--- config.mk ---
export PLATFORM = sky130hd
export DESIGN_NAME = ctrl_pipe_flat
export DESIGN_NICKNAME = d
export VERILOG_FILES = /design/src/rtl/ctrl_pipe_if.sv /design/src/rtl/ctrl_pipe.sv /design/src/flat_wrapper.sv
export SDC_FILE = /design/constraint.sdc
export NUM_CORES = 1
export LEC_CHECK = 0
export CORE_ASPECT_RATIO = 0.6
export CORE_MARGIN = 2
export CORE_UTILIZATION = 35
export CTS_BUF_LIST = sky130_fd_sc_hd__clkbuf_8 sky130_fd_sc_hd__clkbuf_16
export DETAILED_ROUTE_END_ITERATION = 7
export GPL_TIMING_DRIVEN = 0
export SLEW_MARGIN = 20
export SYNTH_ARGS = -nofsm -noshare
export SYNTH_HDL_FRONTEND = slang
export SYNTH_SLANG_ARGS = --single-unit
--- constraint.sdc ---
create_clock -name clk -period 2 [get_ports clk]
set_clock_uncertainty 0.05 [all_clocks]
set_input_delay 0.4 -clock clk [delete_from_list [all_inputs] [get_ports clk]]
set_output_delay 0.4 -clock clk [all_outputs]
set_load 0.05 [all_outputs]
--- src/rtl/ctrl_pipe_if.sv ---
// ID-stage inputs and per-stage control outputs of ctrl_pipe.
// ex_fwd_a/ex_fwd_b exist only when CTRL_PIPE_FWD_EN is defined.
interface ctrl_pipe_if #(
  parameter int RAW = 4,
  parameter int OPW = 4
);
  logic           id_valid;
  logic [OPW-1:0] id_opcode;
  logic [RAW-1:0] id_rs;
  logic [RAW-1:0] id_rt;
  logic [RAW-1:0] id_rd;
  logic           ex_redirect;
  logic           mem_ready;
  logic           id_stall;
  logic           ex_valid, ex_alu2mux, ex_zen, ex_ven, ex_nen;
  logic           mem_valid, mem_en, mem_wr;
  logic           wb_valid, wb_write_reg;
  logic [1:0]     wb_dst_mux;
  logic [RAW-1:0] wb_dst;
  logic           halted;
`ifdef CTRL_PIPE_FWD_EN
  logic [1:0]     ex_fwd_a, ex_fwd_b;
`endif

  modport slave (
    input  id_valid, id_opcode, id_rs, id_rt, id_rd, ex_redirect, mem_ready,
    output id_stall, ex_valid, ex_alu2mux, ex_zen, ex_ven, ex_nen,
           mem_valid, mem_en, mem_wr, wb_valid, wb_write_reg, wb_dst_mux,
           wb_dst, halted
`ifdef CTRL_PIPE_FWD_EN
           , ex_fwd_a, ex_fwd_b
`endif
  );

  modport master (
    output id_valid, id_opcode, id_rs, id_rt, id_rd, ex_redirect, mem_ready,
    input  id_stall, ex_valid, ex_alu2mux, ex_zen, ex_ven, ex_nen,
           mem_valid, mem_en, mem_wr, wb_valid, wb_write_reg, wb_dst_mux,
           wb_dst, halted
`ifdef CTRL_PIPE_FWD_EN
           , ex_fwd_a, ex_fwd_b
`endif
  );
endinterface

--- src/rtl/ctrl_pipe.sv ---
// Pipelined control decoder: ID decode, EX/MEM/WB control registers, interlock, freeze, flush, halt.
// Define CTRL_PIPE_FWD_EN for forwarding selects with load-use-only stalls.
module ctrl_pipe #(
  parameter int RAW = 4,
  parameter int OPW = 4
) (
  input  logic        clk,
  input  logic        rst_n,
  ctrl_pipe_if.slave  bus
);
  typedef struct packed {
    logic       write;
    logic       alu2mux;
    logic       zen;
    logic       ven;
    logic       nen;
    logic       mem_en;
    logic       mem_wr;
    logic [1:0] dst_mux;
    logic       hlt;
  } ctrl_t;

  localparam ctrl_t CTRL_NONE = '0;

  logic [3:0]     w_op;
  logic           w_op_ok, w_id_ok, w_use_rs, w_use_rt;
  ctrl_t          w_id_ctrl;
  logic           w_ex_hit_rs, w_ex_hit_rt, w_mem_hit_rs, w_mem_hit_rt;
  logic           w_hazard, w_halt, w_freeze, w_ex_bubble;

  logic           r_ex_valid;
  ctrl_t          r_ex_ctrl;
  logic [RAW-1:0] r_ex_dst;
  logic           r_mem_valid, r_mem_write, r_mem_en, r_mem_wr, r_mem_hlt;
  logic [1:0]     r_mem_dst_mux;
  logic [RAW-1:0] r_mem_dst;
  logic           r_wb_valid, r_wb_write, r_wb_hlt;
  logic [1:0]     r_wb_dst_mux;
  logic [RAW-1:0] r_wb_dst;
  logic           r_halted;

  assign w_op = bus.id_opcode[3:0];

  // Opcodes with any upper bit set decode as bubbles.
  generate
    if (OPW > 4) begin : g_op_hi
      assign w_op_ok = ~|bus.id_opcode[OPW-1:4];
    end else begin : g_op_lo
      assign w_op_ok = 1'b1;
    end
  endgenerate

  assign w_id_ok = bus.id_valid & w_op_ok;

  always_comb begin
    w_id_ctrl = CTRL_NONE;
    case (w_op)
      4'h0, 4'h1: begin
        w_id_ctrl.write = 1'b1;
        w_id_ctrl.zen   = 1'b1;
        w_id_ctrl.ven   = 1'b1;
        w_id_ctrl.nen   = 1'b1;
      end
      4'h2: begin
        w_id_ctrl.write = 1'b1;
        w_id_ctrl.zen   = 1'b1;
      end
      4'h3, 4'h7: w_id_ctrl.write = 1'b1;
      4'h4, 4'h5, 4'h6: begin
        w_id_ctrl.write   = 1'b1;
        w_id_ctrl.alu2mux = 1'b1;
        w_id_ctrl.zen     = 1'b1;
      end
      4'h8: begin
        w_id_ctrl.write   = 1'b1;
        w_id_ctrl.mem_en  = 1'b1;
        w_id_ctrl.dst_mux = 2'b01;
      end
      4'h9: begin
        w_id_ctrl.mem_en = 1'b1;
        w_id_ctrl.mem_wr = 1'b1;
      end
      4'hA, 4'hB: begin
        w_id_ctrl.write   = 1'b1;
        w_id_ctrl.dst_mux = 2'b10;
      end
      4'hE: begin
        w_id_ctrl.write   = 1'b1;
        w_id_ctrl.dst_mux = 2'b11;
      end
      4'hF:    w_id_ctrl.hlt = 1'b1;
      default: w_id_ctrl = CTRL_NONE;
    endcase
  end

  assign w_use_rs = (w_op <= 4'h9) || (w_op == 4'hD);
  assign w_use_rt = (w_op <= 4'h3) || (w_op == 4'h7) || (w_op == 4'h9);

  // Bubbles carry zero controls, so write alone marks a valid producer.
  assign w_ex_hit_rs  = w_id_ok & w_use_rs & (bus.id_rs != '0) & r_ex_ctrl.write & (r_ex_dst == bus.id_rs);
  assign w_ex_hit_rt  = w_id_ok & w_use_rt & (bus.id_rt != '0) & r_ex_ctrl.write & (r_ex_dst == bus.id_rt);
  assign w_mem_hit_rs = w_id_ok & w_use_rs & (bus.id_rs != '0) & r_mem_write & (r_mem_dst == bus.id_rs);
  assign w_mem_hit_rt = w_id_ok & w_use_rt & (bus.id_rt != '0) & r_mem_write & (r_mem_dst == bus.id_rt);

`ifdef CTRL_PIPE_FWD_EN
  logic [1:0] w_fwd_a, w_fwd_b, r_ex_fwd_a, r_ex_fwd_b;

  assign w_fwd_a  = w_ex_hit_rs ? 2'b01 : (w_mem_hit_rs ? 2'b10 : 2'b00);
  assign w_fwd_b  = w_ex_hit_rt ? 2'b01 : (w_mem_hit_rt ? 2'b10 : 2'b00);
  // Only a load in EX cannot be forwarded in time.
  assign w_hazard = (w_ex_hit_rs | w_ex_hit_rt) & r_ex_ctrl.mem_en & r_ex_ctrl.write;
  assign bus.ex_fwd_a = r_ex_fwd_a;
  assign bus.ex_fwd_b = r_ex_fwd_b;
`else
  assign w_hazard = w_ex_hit_rs | w_ex_hit_rt | w_mem_hit_rs | w_mem_hit_rt;
`endif

  assign w_halt      = r_halted | (r_ex_valid & r_ex_ctrl.hlt) | (r_mem_valid & r_mem_hlt) | (r_wb_valid & r_wb_hlt);
  assign w_freeze    = r_mem_valid & r_mem_en & ~bus.mem_ready;
  assign w_ex_bubble = ~w_id_ok | bus.ex_redirect | w_halt | w_hazard;
  assign bus.id_stall = rst_n & (w_freeze | (~bus.ex_redirect & (w_halt | w_hazard)));

  always_ff @(posedge clk) begin
    if (!rst_n) begin
      r_ex_valid    <= 1'b0;
      r_ex_ctrl     <= CTRL_NONE;
      r_ex_dst      <= '0;
      r_mem_valid   <= 1'b0;
      r_mem_write   <= 1'b0;
      r_mem_en      <= 1'b0;
      r_mem_wr      <= 1'b0;
      r_mem_hlt     <= 1'b0;
      r_mem_dst_mux <= 2'b00;
      r_mem_dst     <= '0;
      r_wb_valid    <= 1'b0;
      r_wb_write    <= 1'b0;
      r_wb_hlt      <= 1'b0;
      r_wb_dst_mux  <= 2'b00;
      r_wb_dst      <= '0;
      r_halted      <= 1'b0;
`ifdef CTRL_PIPE_FWD_EN
      r_ex_fwd_a    <= 2'b00;
      r_ex_fwd_b    <= 2'b00;
`endif
    end else begin
      r_halted <= r_halted | (r_wb_valid & r_wb_hlt);
      if (w_freeze) begin
        r_wb_valid   <= 1'b0;
        r_wb_write   <= 1'b0;
        r_wb_hlt     <= 1'b0;
        r_wb_dst_mux <= 2'b00;
        r_wb_dst     <= '0;
      end else begin
        r_wb_valid    <= r_mem_valid;
        r_wb_write    <= r_mem_write;
        r_wb_hlt      <= r_mem_hlt;
        r_wb_dst_mux  <= r_mem_dst_mux;
        r_wb_dst      <= r_mem_dst;
        r_mem_valid   <= r_ex_valid;
        r_mem_write   <= r_ex_ctrl.write;
        r_mem_en      <= r_ex_ctrl.mem_en;
        r_mem_wr      <= r_ex_ctrl.mem_wr;
        r_mem_hlt     <= r_ex_ctrl.hlt;
        r_mem_dst_mux <= r_ex_ctrl.dst_mux;
        r_mem_dst     <= r_ex_dst;
        if (w_ex_bubble) begin
          r_ex_valid <= 1'b0;
          r_ex_ctrl  <= CTRL_NONE;
          r_ex_dst   <= '0;
`ifdef CTRL_PIPE_FWD_EN
          r_ex_fwd_a <= 2'b00;
          r_ex_fwd_b <= 2'b00;
`endif
        end else begin
          r_ex_valid <= 1'b1;
          r_ex_ctrl  <= w_id_ctrl;
          r_ex_dst   <= bus.id_rd;
`ifdef CTRL_PIPE_FWD_EN
          r_ex_fwd_a <= w_fwd_a;
          r_ex_fwd_b <= w_fwd_b;
`endif
        end
      end
    end
  end

  assign bus.ex_valid     = r_ex_valid;
  assign bus.ex_alu2mux   = r_ex_ctrl.alu2mux;
  assign bus.ex_zen       = r_ex_ctrl.zen;
  assign bus.ex_ven       = r_ex_ctrl.ven;
  assign bus.ex_nen       = r_ex_ctrl.nen;
  assign bus.mem_valid    = r_mem_valid;
  assign bus.mem_en       = r_mem_en;
  assign bus.mem_wr       = r_mem_wr;
  assign bus.wb_valid     = r_wb_valid;
  assign bus.wb_write_reg = r_wb_valid & r_wb_write;
  assign bus.wb_dst_mux   = r_wb_dst_mux;
  assign bus.wb_dst       = r_wb_dst;
  assign bus.halted       = r_halted;
endmodule

--- src/flat_wrapper.sv ---
// flat-port wrapper written by rule: the top's interface ports become plain ports
module ctrl_pipe_flat 
#(
  parameter int RAW = 4,
  parameter int OPW = 4
)
  (clk, rst_n, bus_id_valid, bus_id_opcode, bus_id_rs, bus_id_rt, bus_id_rd, bus_ex_redirect, bus_mem_ready, bus_id_stall, bus_ex_valid, bus_ex_alu2mux, bus_ex_zen, bus_ex_ven, bus_ex_nen, bus_mem_valid, bus_mem_en, bus_mem_wr, bus_wb_valid, bus_wb_write_reg, bus_wb_dst_mux, bus_wb_dst, bus_halted);
  ctrl_pipe_if #(.RAW(RAW), .OPW(OPW)) bus_i ();
  input  logic clk;
  input  logic rst_n;
  input wire logic [$bits(bus_i.id_valid)-1:0] bus_id_valid;
  input wire logic [$bits(bus_i.id_opcode)-1:0] bus_id_opcode;
  input wire logic [$bits(bus_i.id_rs)-1:0] bus_id_rs;
  input wire logic [$bits(bus_i.id_rt)-1:0] bus_id_rt;
  input wire logic [$bits(bus_i.id_rd)-1:0] bus_id_rd;
  input wire logic [$bits(bus_i.ex_redirect)-1:0] bus_ex_redirect;
  input wire logic [$bits(bus_i.mem_ready)-1:0] bus_mem_ready;
  output wire logic [$bits(bus_i.id_stall)-1:0] bus_id_stall;
  output wire logic [$bits(bus_i.ex_valid)-1:0] bus_ex_valid;
  output wire logic [$bits(bus_i.ex_alu2mux)-1:0] bus_ex_alu2mux;
  output wire logic [$bits(bus_i.ex_zen)-1:0] bus_ex_zen;
  output wire logic [$bits(bus_i.ex_ven)-1:0] bus_ex_ven;
  output wire logic [$bits(bus_i.ex_nen)-1:0] bus_ex_nen;
  output wire logic [$bits(bus_i.mem_valid)-1:0] bus_mem_valid;
  output wire logic [$bits(bus_i.mem_en)-1:0] bus_mem_en;
  output wire logic [$bits(bus_i.mem_wr)-1:0] bus_mem_wr;
  output wire logic [$bits(bus_i.wb_valid)-1:0] bus_wb_valid;
  output wire logic [$bits(bus_i.wb_write_reg)-1:0] bus_wb_write_reg;
  output wire logic [$bits(bus_i.wb_dst_mux)-1:0] bus_wb_dst_mux;
  output wire logic [$bits(bus_i.wb_dst)-1:0] bus_wb_dst;
  output wire logic [$bits(bus_i.halted)-1:0] bus_halted;
  assign bus_i.id_valid = bus_id_valid;
  assign bus_i.id_opcode = bus_id_opcode;
  assign bus_i.id_rs = bus_id_rs;
  assign bus_i.id_rt = bus_id_rt;
  assign bus_i.id_rd = bus_id_rd;
  assign bus_i.ex_redirect = bus_ex_redirect;
  assign bus_i.mem_ready = bus_mem_ready;
  assign bus_id_stall = bus_i.id_stall;
  assign bus_ex_valid = bus_i.ex_valid;
  assign bus_ex_alu2mux = bus_i.ex_alu2mux;
  assign bus_ex_zen = bus_i.ex_zen;
  assign bus_ex_ven = bus_i.ex_ven;
  assign bus_ex_nen = bus_i.ex_nen;
  assign bus_mem_valid = bus_i.mem_valid;
  assign bus_mem_en = bus_i.mem_en;
  assign bus_mem_wr = bus_i.mem_wr;
  assign bus_wb_valid = bus_i.wb_valid;
  assign bus_wb_write_reg = bus_i.wb_write_reg;
  assign bus_wb_dst_mux = bus_i.wb_dst_mux;
  assign bus_wb_dst = bus_i.wb_dst;
  assign bus_halted = bus_i.halted;
  ctrl_pipe #(.RAW(RAW), .OPW(OPW)) u_core (.clk(clk), .rst_n(rst_n), .bus(bus_i));
endmodule
==> results of run 1 <==
stage by stage:
step	worst slack, ns	utilization (%)	instance area [µm²]	cells	total power, mW
2_1_floorplan	-0.1210	-	1593	165	0.8111
3_3_place_gp	-1.360	47.92	2018	260	0.8768
3_5_place_dp	-1.379	47.92	2018	260	0.8799
4_1_cts	-0.3880	50.62	2132	269	1.368
5_1_grt	-0.4337	50.77	2138	269	1.420
6_report	-0.3374	50.77	2138	269	1.351
flip-flops by register name, summed over array words and instances (netlist names), 2 cells and up:
signal,flops
u_core.bus.wb_dst,4
u_core.bus.wb_dst_mux,2
u_core.r_ex_ctrl,6
u_core.r_ex_dst,4
u_core.r_mem_dst,4
u_core.r_mem_dst_mux,2
kinds of logic (layout without fill, tap and decap cells):
logic type,after synthesis,count (layout)
AOI/OAI and AO/OA,34,34
buffers and inverters,14,58
and+or+nand+nor,65,65
xor gates and xnor gates,17,17
DFF,35,35
path summary, 6_finish.rpt:
| check | from | end | cells past startpoint | slack (ns) |
|---|---|---|---|---|
| min reg2reg | u_core.bus.ex_zen | u_core.bus.ex_zen | 1 | 0.42 |
| min | bus_id_opcode[1] | u_core.r_ex_ctrl[2] | 2 | 0.35 |
| max reg2reg | u_core.r_mem_dst[3] | u_core.r_ex_dst[3] | 8 | 0.07 |
| max | u_core.r_mem_dst[3] | bus_id_stall | 7 | -0.34 |
metal layers:
layer  wire (µm)  up-vias  GRT usage (%)  part of all wire, %
met5           0        -              0                    0
met4          34        0          3.956                 0.89
met3         155        5          5.285                  4.0
met2        1661       29          25.24                   43
met1        1989      629          20.93                   52
li1            -      663              -                    -
power by group through the flow:
stage | Sequential, mW | Combinational (mW) | Clock, mW
after floorplan | 0.742 | 0.0694 | 0
after global placement | 0.731 | 0.146 | 0
after detailed placement | 0.731 | 0.149 | 0
after CTS | 0.715 | 0.148 | 0.505
after global routing | 0.715 | 0.160 | 0.544
final | 0.714 | 0.149 | 0.488
critical path, stage by stage, from the launching register on:
cell and delay, ns:
dfxtp_4 0.36, xor2_1 0.16, nor4_2 0.32, nand3_1 0.13
a21oi_2 0.20, a31oi_4 0.06, a21oi_4 0.18, buf_6 0.18
timing repair:
item	CTS	global route
buffers inserted	2	1
resized for setup	32	6
pin swaps	8	4
endpoints found under the setup margin	13	11
final cells by class:
| type | instances | area [µm²] | area share [%] |
|---|---|---|---|
| Buffer | 11 | 71.32 | 3.335 |
| Clock buffer | 5 | 68.82 | 3.218 |
| Clock inverter | 3 | 15.01 | 0.7022 |
| Inverter | 1 | 3.754 | 0.1755 |
| Multi-Input combinational cell | 116 | 819.5 | 38.33 |
| Sequential cell | 35 | 714.4 | 33.41 |
| Tap cell | 60 | 75.07 | 3.511 |
| Timing Repair Buffer | 38 | 370.4 | 17.32 |
cells in the final DEF, fill, tap and decap left out, drive strengths merged, types with 7 or more instances in the layout:
cell and count:
dfxtp 35, nand2 32, clkdlybuf4s50 22, xor2 17, and3 11, a32o 10
clkbuf 10, buf 10, a21boi 9, dlygate4sd2 7
==> metrics, run 1 <==
total number of vias 1326; Post-synth EDFFs 0; CTS Sinks 35; CP max FO 4; Final ANT Viol Nets 0; drt first pass iters 4; largest net degree at the start of global routing 20; run status complete, but fails checks; Compound-Gate Fraction of Synth Area 18.83%; Hold Fails Final Rpt 0; actual slew at the worst max-slew pin 0.5028 ns; share of layout cells above drive strength 1 19.14%; io pins 39; CP Data Arrival Time 1.89 ns; Switching Share 25.06%; TritonCTS Buffers 5; first-pass GRT wire length 6.368 mm; Crit. End Element output port; grt total ovfl 0; # hold bufs at CTS 0; register area share after synthesis 44.69%; routed len/inst 14.28 µm; Clock Latency Late Sink 0.28 ns; Final min period 2.337 ns; Placement Rows 18; worst setup slack after layout -0.3374 ns; violated checks setup timing; P per Cell Area 631.7 mW/mm²; mux share of post-synthesis cell area 0%; combinational power share 11.0%; Die H 55.84 µm; fill count 415; post-synthesis simple-gate area fraction 22.03%; Synth top area share 44.69%; htree depth 2; Core ar. 0.004212 mm²; Worst Setup Start Kind flop; P_sw 0.3386 mW; Internal 1.012 mW; Fin Setup TNS -0.3374 ns; antenna violations before repair 0; Initial Utilization 37.23%; Max Freq 0.4278 GHz; drt initial violations 54; CTS tree done; Async S/R FF share, synth 0%; MaxCap Viol Count 0; Synth Warn # 0; Max Root-Sink Buffers 2; worst relative slew slack 66.38%; Synth cell types 34; area grow syn2layout 36.39%; RSZ-0062 raised after global routing true; worst hold slack 0.3497 ns; Post-Synth XOR/XNOR Area 9.497%; critical path class reg -> out; most frequent cell after synthesis dfxtp_1; vias in the first global route 1338; Syn Area/Cell 9.502 µm²; Worst-path clk slew 0.07 ns; Clk Tree Root Cell clkbuf_8; GPL Wtd Cong 0.7409; Clock power frac 36.1%; largest area contributor in the netlist dfxtp_1; #FFs+latches synth 35; Final Cycle Share 116.9%; Die ar. 0.005048 mm²; largest family of logic cells by synthesized area simple AND/OR/NAND/NOR gates; DRT Wirelength 3.841 mm; # DRC 0; Post-synth top cells dfxtp_1 (35), nand2_1 (30), xor2_1 (17), and3_1 (11), a32o_1 (10); die width 90.41 µm; Lkg Pwr 0.8834 nW; Ant. Diodes 0; top cells by area, synth dfxtp_1 (45%), xor2_1 (9.5%), nand2_1 (7.2%), a32o_1 (6.4%), and3_1 (4.4%); Tightest Hold Check Type in -> reg; Worst EP required 1.55 ns; nets@finish 229; Global Route Usage Sum 15.88%; Synthesized Nets 186; Seq pwr share 52.8%; vias per inst 4.929; Mapped Area 0.001568 mm²; # port buffers 35; Post-Syn Instances 165; Synth Area in Adders 0%; Post-DP HPWL 2.833 mm; final slew viol count 0; worst vdd ir 0.0003560 V; final setup fails 1; Most used DFF post-synth dfxtp_1
Note: power is estimated with default switching activity, not from simulation.
==> inputs of run 2 (changes only) <==
--- a/config.mk
+++ b/config.mk
@@ -7,10 +7,11 @@
 export LEC_CHECK = 0
 export CORE_ASPECT_RATIO = 0.6
 export CORE_MARGIN = 2
-export CORE_UTILIZATION = 35
+export CORE_UTILIZATION = 48
 export CTS_BUF_LIST = sky130_fd_sc_hd__clkbuf_8 sky130_fd_sc_hd__clkbuf_16
 export DETAILED_ROUTE_END_ITERATION = 7
 export GPL_TIMING_DRIVEN = 0
+export PLACE_DENSITY = 0.78
 export SLEW_MARGIN = 20
 export SYNTH_ARGS = -nofsm -noshare
 export SYNTH_HDL_FRONTEND = slang
==> run 2 against run 1 <==
  * The run still ends with setup timing left
  * Final area down 0.18%
  * Wire length is 0.78% lower
  * Register-to-register slack got worse by 0.05 ns
  * Global-route usage up 6.3 points
  * Die area decreased by 26%
  * Combinational power about the same
  * Critical endpoint unchanged
  * Largest power group unchanged
==> metrics, run 2 (synthesis gave the netlist of run 1 again) <==
worst vdd ir 0.0005391 V (+51%); # port buffers 35 (unchanged); Global Route Usage Sum 22.20% (+6.3 points); DRT Wirelength 3.811 mm (-0.78%); grt total ovfl 0 (unchanged); Final Cycle Share 118.1% (+1.3 points); run status complete, but fails checks; Ant. Diodes 0 (unchanged); max reg flops 6 (unchanged); commonest cells after routing, fill and taps aside nand2_1 (30), dfxtp_1 (29), clkdlybuf4s50_1 (22); routed len/inst 15.00 µm (+5.1%); Clock Latency Late Sink 0.29 ns (about the same); Worst Setup Start Kind flop; Core ar. 0.003183 mm² (-24%); htree depth 2 (unchanged); final slew viol count 0 (unchanged); vias per inst 5.315 (+7.8%); # DRC 0 (unchanged); Die H 48.27 µm (-14%); CTS Sinks 35 (unchanged); first-pass GRT wire length 6.141 mm (-3.6%); CP max FO 4 (unchanged); Placement Rows 16 (-2); Crit. End Element output port; MaxCap Viol Count 0 (unchanged); Lkg Pwr 0.9121 nW (+3.2%); total number of vias 1350 (+1.8%); final setup fails 1 (unchanged); Final min period 2.363 ns (+0.02546 ns); largest net degree at the start of global routing 20 (unchanged); Fin Setup TNS -0.3628 ns (-0.02546 ns); violated checks setup timing; io pins 39 (unchanged); TritonCTS Buffers 5 (unchanged); vias in the first global route 1333 (-0.37%); nets@finish 230 (+0.44%); RSZ-0062 raised after global routing true; P per Cell Area 643.8 mW/mm² (+1.9%); Placed Instances 245 (-5.8%); Tightest Hold Check Type in -> reg; Worst EP required 1.55 ns (about the same); actual slew at the worst max-slew pin 0.5137 ns (+0.01095 ns); share of layout cells above drive strength 1 20.10% (+0.96 points); Final ANT Viol Nets 0 (unchanged); worst relative slew slack 65.70% (-0.68 points); antenna violations before repair 0 (unchanged); Worst-path clk slew 0.07 ns (about the same); area grow syn2layout 36.15%; CTS tree done; Post-DP HPWL 2.737 mm (-3.4%); drt first pass iters 4 (unchanged); commonest non-fill, non-tap cell in the layout nand2_1; GPL Wtd Cong 0.8978 (+21%); worst setup slack after layout -0.3628 ns (-0.02546 ns); Finished Layout Cells 254 (-5.6%); Max Root-Sink Buffers 2 (unchanged); critical path class reg -> out; Top reg by flops u_core.r_ex_ctrl; Hold Fails Final Rpt 0 (unchanged); drt initial violations 51 (-5.6%); die width 77.78 µm (-14%); Max Freq 0.4232 GHz (-1.1%); Initial Utilization 49.25% (+12 points); CP Data Arrival Time 1.91 ns (+0.02 ns); Clk Tree Root Cell clkbuf_8; Die ar. 0.003754 mm² (-26%)
-- run 2: changes by cell type in the layout (fill, tap and decap cells not counted), moves of 2 or more --
cell	before	now
clkinv_2	3	1
buf_4	4	6
dlymetal6s2s_1	0	2
clkdlybuf4s15_1	4	2
-- run 2: worst paths after layout --
check	start	end	slack, ns	cells past startpoint
hold reg to reg	u_core.r_mem_dst_mux[0]	u_core.r_mem_dst_mux[0]	0.41	2
setup / recovery	u_core.r_mem_dst[3]	bus_id_stall	-0.36	7
setup reg to reg	u_core.r_mem_dst[3]	u_core.r_ex_dst[3]	0.02	8
hold / removal	bus_id_opcode[1]	u_core.r_ex_ctrl[2]	0.35	2
-- run 2: final cells by class --
| cell class | count | area, µm² |
|---|---|---|
| Fill cell | 242 | 1049 |
| Timing Repair Buffer | 39 | 372.9 |
| Multi-Input combinational cell | 116 | 827.0 |
| Tap cell | 45 | 56.30 |
| Clock buffer | 6 | 82.58 |
| Buffer | 11 | 68.82 |
| Sequential cell | 35 | 718.2 |
| Inverter | 1 | 3.754 |
| Clock inverter | 1 | 5.005 |
-- run 2: critical path: stages, from the launching register on --
cell,delay (ns)
dfxtp_4,0.37
xor2_2,0.14
nor4_2,0.33
nand3_1,0.14
a21oi_2,0.21
a31oi_4,0.07
a21oi_4,0.19
buf_6,0.18
-- run 2: per-layer routing --
metal,track usage [%],up-vias,wire [µm]
li1,-,662,-
met1,27.80,628,1864
met2,34.48,51,1607
met3,10.37,9,290
met4,8.214,0,49
met5,0,-,0
-- run 2: stage by stage --
stage	area (µm²)	setup slack, ns	total power, mW	util [%]	hold WS [ns]
floorplan	1593	-0.1210	0.8111	-	0.3865
global placement	1999	-1.331	0.8750	62.81	0.3976
detailed placement	1999	-1.398	0.8808	62.81	0.4033
CTS	2118	-0.4003	1.380	66.55	0.3482
global route	2135	-0.4328	1.434	67.06	0.3672
finish	2135	-0.3628	1.374	67.06	0.3521
-- run 2: report_power, final --
| group | internal, mW | switching (mW) |
|---|---|---|
| clock | 0.270 | 0.240 |
| combinational | 0.0704 | 0.0801 |
| sequential | 0.703 | 0.0104 |
-- run 2: repair_timing --
action,4_1_cts,5_1_grt
resized for setup,27,11
hold buffers,0,0
setup buffers,3,1
pin swaps,6,6
setup endpoints to repair,11,12
==> inputs of run 3 (changes only) <==
--- a/config.mk
+++ b/config.mk
@@ -7,11 +7,11 @@
 export LEC_CHECK = 0
 export CORE_ASPECT_RATIO = 0.6
 export CORE_MARGIN = 2
-export CORE_UTILIZATION = 48
-export CTS_BUF_LIST = sky130_fd_sc_hd__clkbuf_8 sky130_fd_sc_hd__clkbuf_16
+export CORE_UTILIZATION = 50
+export CTS_BUF_LIST = sky130_fd_sc_hd__clkbuf_4 sky130_fd_sc_hd__clkbuf_8
 export DETAILED_ROUTE_END_ITERATION = 7
 export GPL_TIMING_DRIVEN = 0
-export PLACE_DENSITY = 0.78
+export PLACE_DENSITY = 0.81
 export SLEW_MARGIN = 20
 export SYNTH_ARGS = -nofsm -noshare
 export SYNTH_HDL_FRONTEND = slang
==> run 3 against run 2 <==
  * The run still ends with setup timing left
  * Maximum frequency up 3.1%
  * Critical path depth unchanged
  * Die area down 3.7%
  * Non-clock buffer count is 2 lower
  * Total power decreased by 1.4%
  * Final area down 0.82%
  * Register-to-register slack better by 0.03 ns
  * Clock-buffer cell count decreased by 1
  * First-iteration DRC count grew 47%
  * Utilization rose by 5.2 points
==> metrics, run 3 (synthesis gave the netlist of run 1 again) <==
run status complete, but fails checks; violated checks setup timing; antenna violations before repair 0 (unchanged); vias per inst 5.208 (-2.0%); CTS tree done; critical path class reg -> out; Crit. End Element output port; grt total ovfl 0 (unchanged); # hold bufs at CTS 0 (unchanged); Final Cycle Share 114.6% (-3.6 points); Hold Path Sink u_core.r_ex_ctrl[2]; actual slew at the worst max-slew pin 0.5073 ns (-0.006452 ns); Final ANT Viol Nets 0 (unchanged); worst vdd ir 0.0003802 V (-29%); CTS Sinks 35 (unchanged); Worst path slowest cell dfxtp_4; Worst EP required 1.55 ns (about the same); first-pass GRT wire length 6.182 mm (+0.67%); commonest non-fill, non-tap cell in the layout nand2_1; Worst-path clk slew 0.07 ns (about the same); worst hold slack 0.3595 ns (+0.007382 ns); Core ar. 0.002928 mm² (-8.0%); Clk Tree Root Cell clkbuf_8; Crit path max-delay family compound AO/OA/AOI/OAI gates; Ant. Diodes 0 (unchanged); largest net degree at the start of global routing 21 (+5.0%); worst relative slew slack 66.08% (+0.38 points); Design Area, Final 0.002117 mm² (-0.82%); drt first pass iters 4 (unchanged); Fin Setup TNS -0.2914 ns (+0.07146 ns); R2R setup slack 0.05 ns (+0.03 ns); Final min period 2.291 ns (-0.07146 ns); Placement Rows 15 (-1); io pins 39 (unchanged); total number of vias 1302 (-3.6%); hold_sp bus_id_opcode[1]; Global Route Usage Sum 23.18% (+0.98 points); # port buffers 35 (unchanged); CP Data Arrival Time 1.84 ns (-0.07 ns); placed inst area 0.001996 mm² (-0.19%); P per Cell Area 639.9 mW/mm² (-0.60%); Lkg Pwr 0.8872 nW (-2.7%); Clock Latency Late Sink 0.29 ns (about the same); # DRC 0 (unchanged); crit-path max cell delay 0.36 ns (about the same); TritonCTS Buffers 5 (unchanged); Post-DP HPWL 2.671 mm (-2.4%); drt initial violations 75 (+47%); commonest cells after routing, fill and taps aside nand2_1 (30), dfxtp_1 (29), clkdlybuf4s50_1 (23); RSZ-0062 raised after global routing true; Die ar. 0.003614 mm² (-3.7%); Worst Setup Start Kind flop; share of layout cells above drive strength 1 20.19% (+0.097 points); worst setup slack after layout -0.2914 ns (+0.07146 ns); Max Root-Sink Buffers 2 (unchanged); Tightest Hold Check Type in -> reg; max reg flops 6 (unchanged); Hold Fails Final Rpt 0 (unchanged); Initial Utilization 53.55% (+4.3 points); Top reg by flops u_core.r_ex_ctrl; Max Freq 0.4364 GHz (+3.1%); final slew viol count 0 (unchanged); vias in the first global route 1270 (-4.7%); reg-to-reg critical path startpoint u_core.r_mem_dst[3]; CP max FO 4 (unchanged); worst hold stages 2 (unchanged); Die H 47.38 µm (-1.9%); routed len/inst 14.76 µm (-1.7%); Critical path buffers and inverters 1 (unchanged); MaxCap Viol Count 0 (unchanged); htree depth 2 (unchanged); R2R depth 8 (unchanged); area grow syn2layout 35.04%; nets@finish 228 (-0.87%); GPL Wtd Cong 0.8677 (-3.4%); CP Cell Sequence xor2_1, nor4_1, nand3_1, a21oi_2, a31oi_4, a21oi_4, buf_6; final setup fails 1 (unchanged); DRT Wirelength 3.689 mm (-3.2%); Worst Setup SP u_core.r_mem_dst[3]; RR Endpoint u_core.r_ex_ctrl[3]; die width 76.29 µm (-1.9%); PnR Total Power 1.355 mW (-1.4%)
-- run 3: worst max path at each step --
stage                     slack (ns)      endpoint  cells past startpoint
after detailed placement       -1.31  bus_id_stall                      9
after floorplan                -0.12  bus_id_stall                      8
after CTS                      -0.35  bus_id_stall                      8
after global routing           -0.37  bus_id_stall                      7
after global placement         -1.33  bus_id_stall                      9
final                          -0.29  bus_id_stall                      7
-- run 3: stage by stage --
| step | setup WS, ns | std cells | util, % |
|---|---|---|---|
| after floorplan | -0.1210 | 165 | - |
| after global placement | -1.330 | 242 | 68.16 |
| after detailed placement | -1.308 | 242 | 68.16 |
| after CTS | -0.3525 | 250 | 71.67 |
| after global routing | -0.3733 | 250 | 72.31 |
| final | -0.2914 | 250 | 72.31 |
-- run 3: layout make-up --
type / instances / area [µm²]
Multi-Input combinational cell: 116 / 828.3
Tap cell: 42 / 52.55
Timing Repair Buffer: 38 / 367.9
Inverter: 1 / 3.754
Clock inverter: 3 / 15.01
Buffer: 10 / 65.06
Sequential cell: 35 / 715.7
Clock buffer: 5 / 68.82
Fill cell: 230 / 810.8
-- run 3: power by group --
part	switching [mW]	internal, mW	leakage, nW	total [mW]
Clock	0.253	0.238	0.0477	0.491
Sequential	0.0101	0.704	0.287	0.714
Combinational	0.0785	0.0712	0.553	0.150
Total	0.342	1.01	0.887	1.35
-- run 3: per-layer routing --
layer / routed length, µm / vias to the layer above / track usage (%) / part of all wire [%]
met5: 0 / - / 0 / 0
met4: 46 / 0 / 8.000 / 1.2
met3: 306 / 4 / 9.615 / 8.3
met2: 1568 / 48 / 36.46 / 43
met1: 1768 / 588 / 29.73 / 48
li1: - / 662 / - / -
-- run 3: timing repair --
action,in CTS,in global routing
pin swaps,11,4
setup buffers,2,1
endpoints found under the setup margin,5,11
resized for setup,30,10
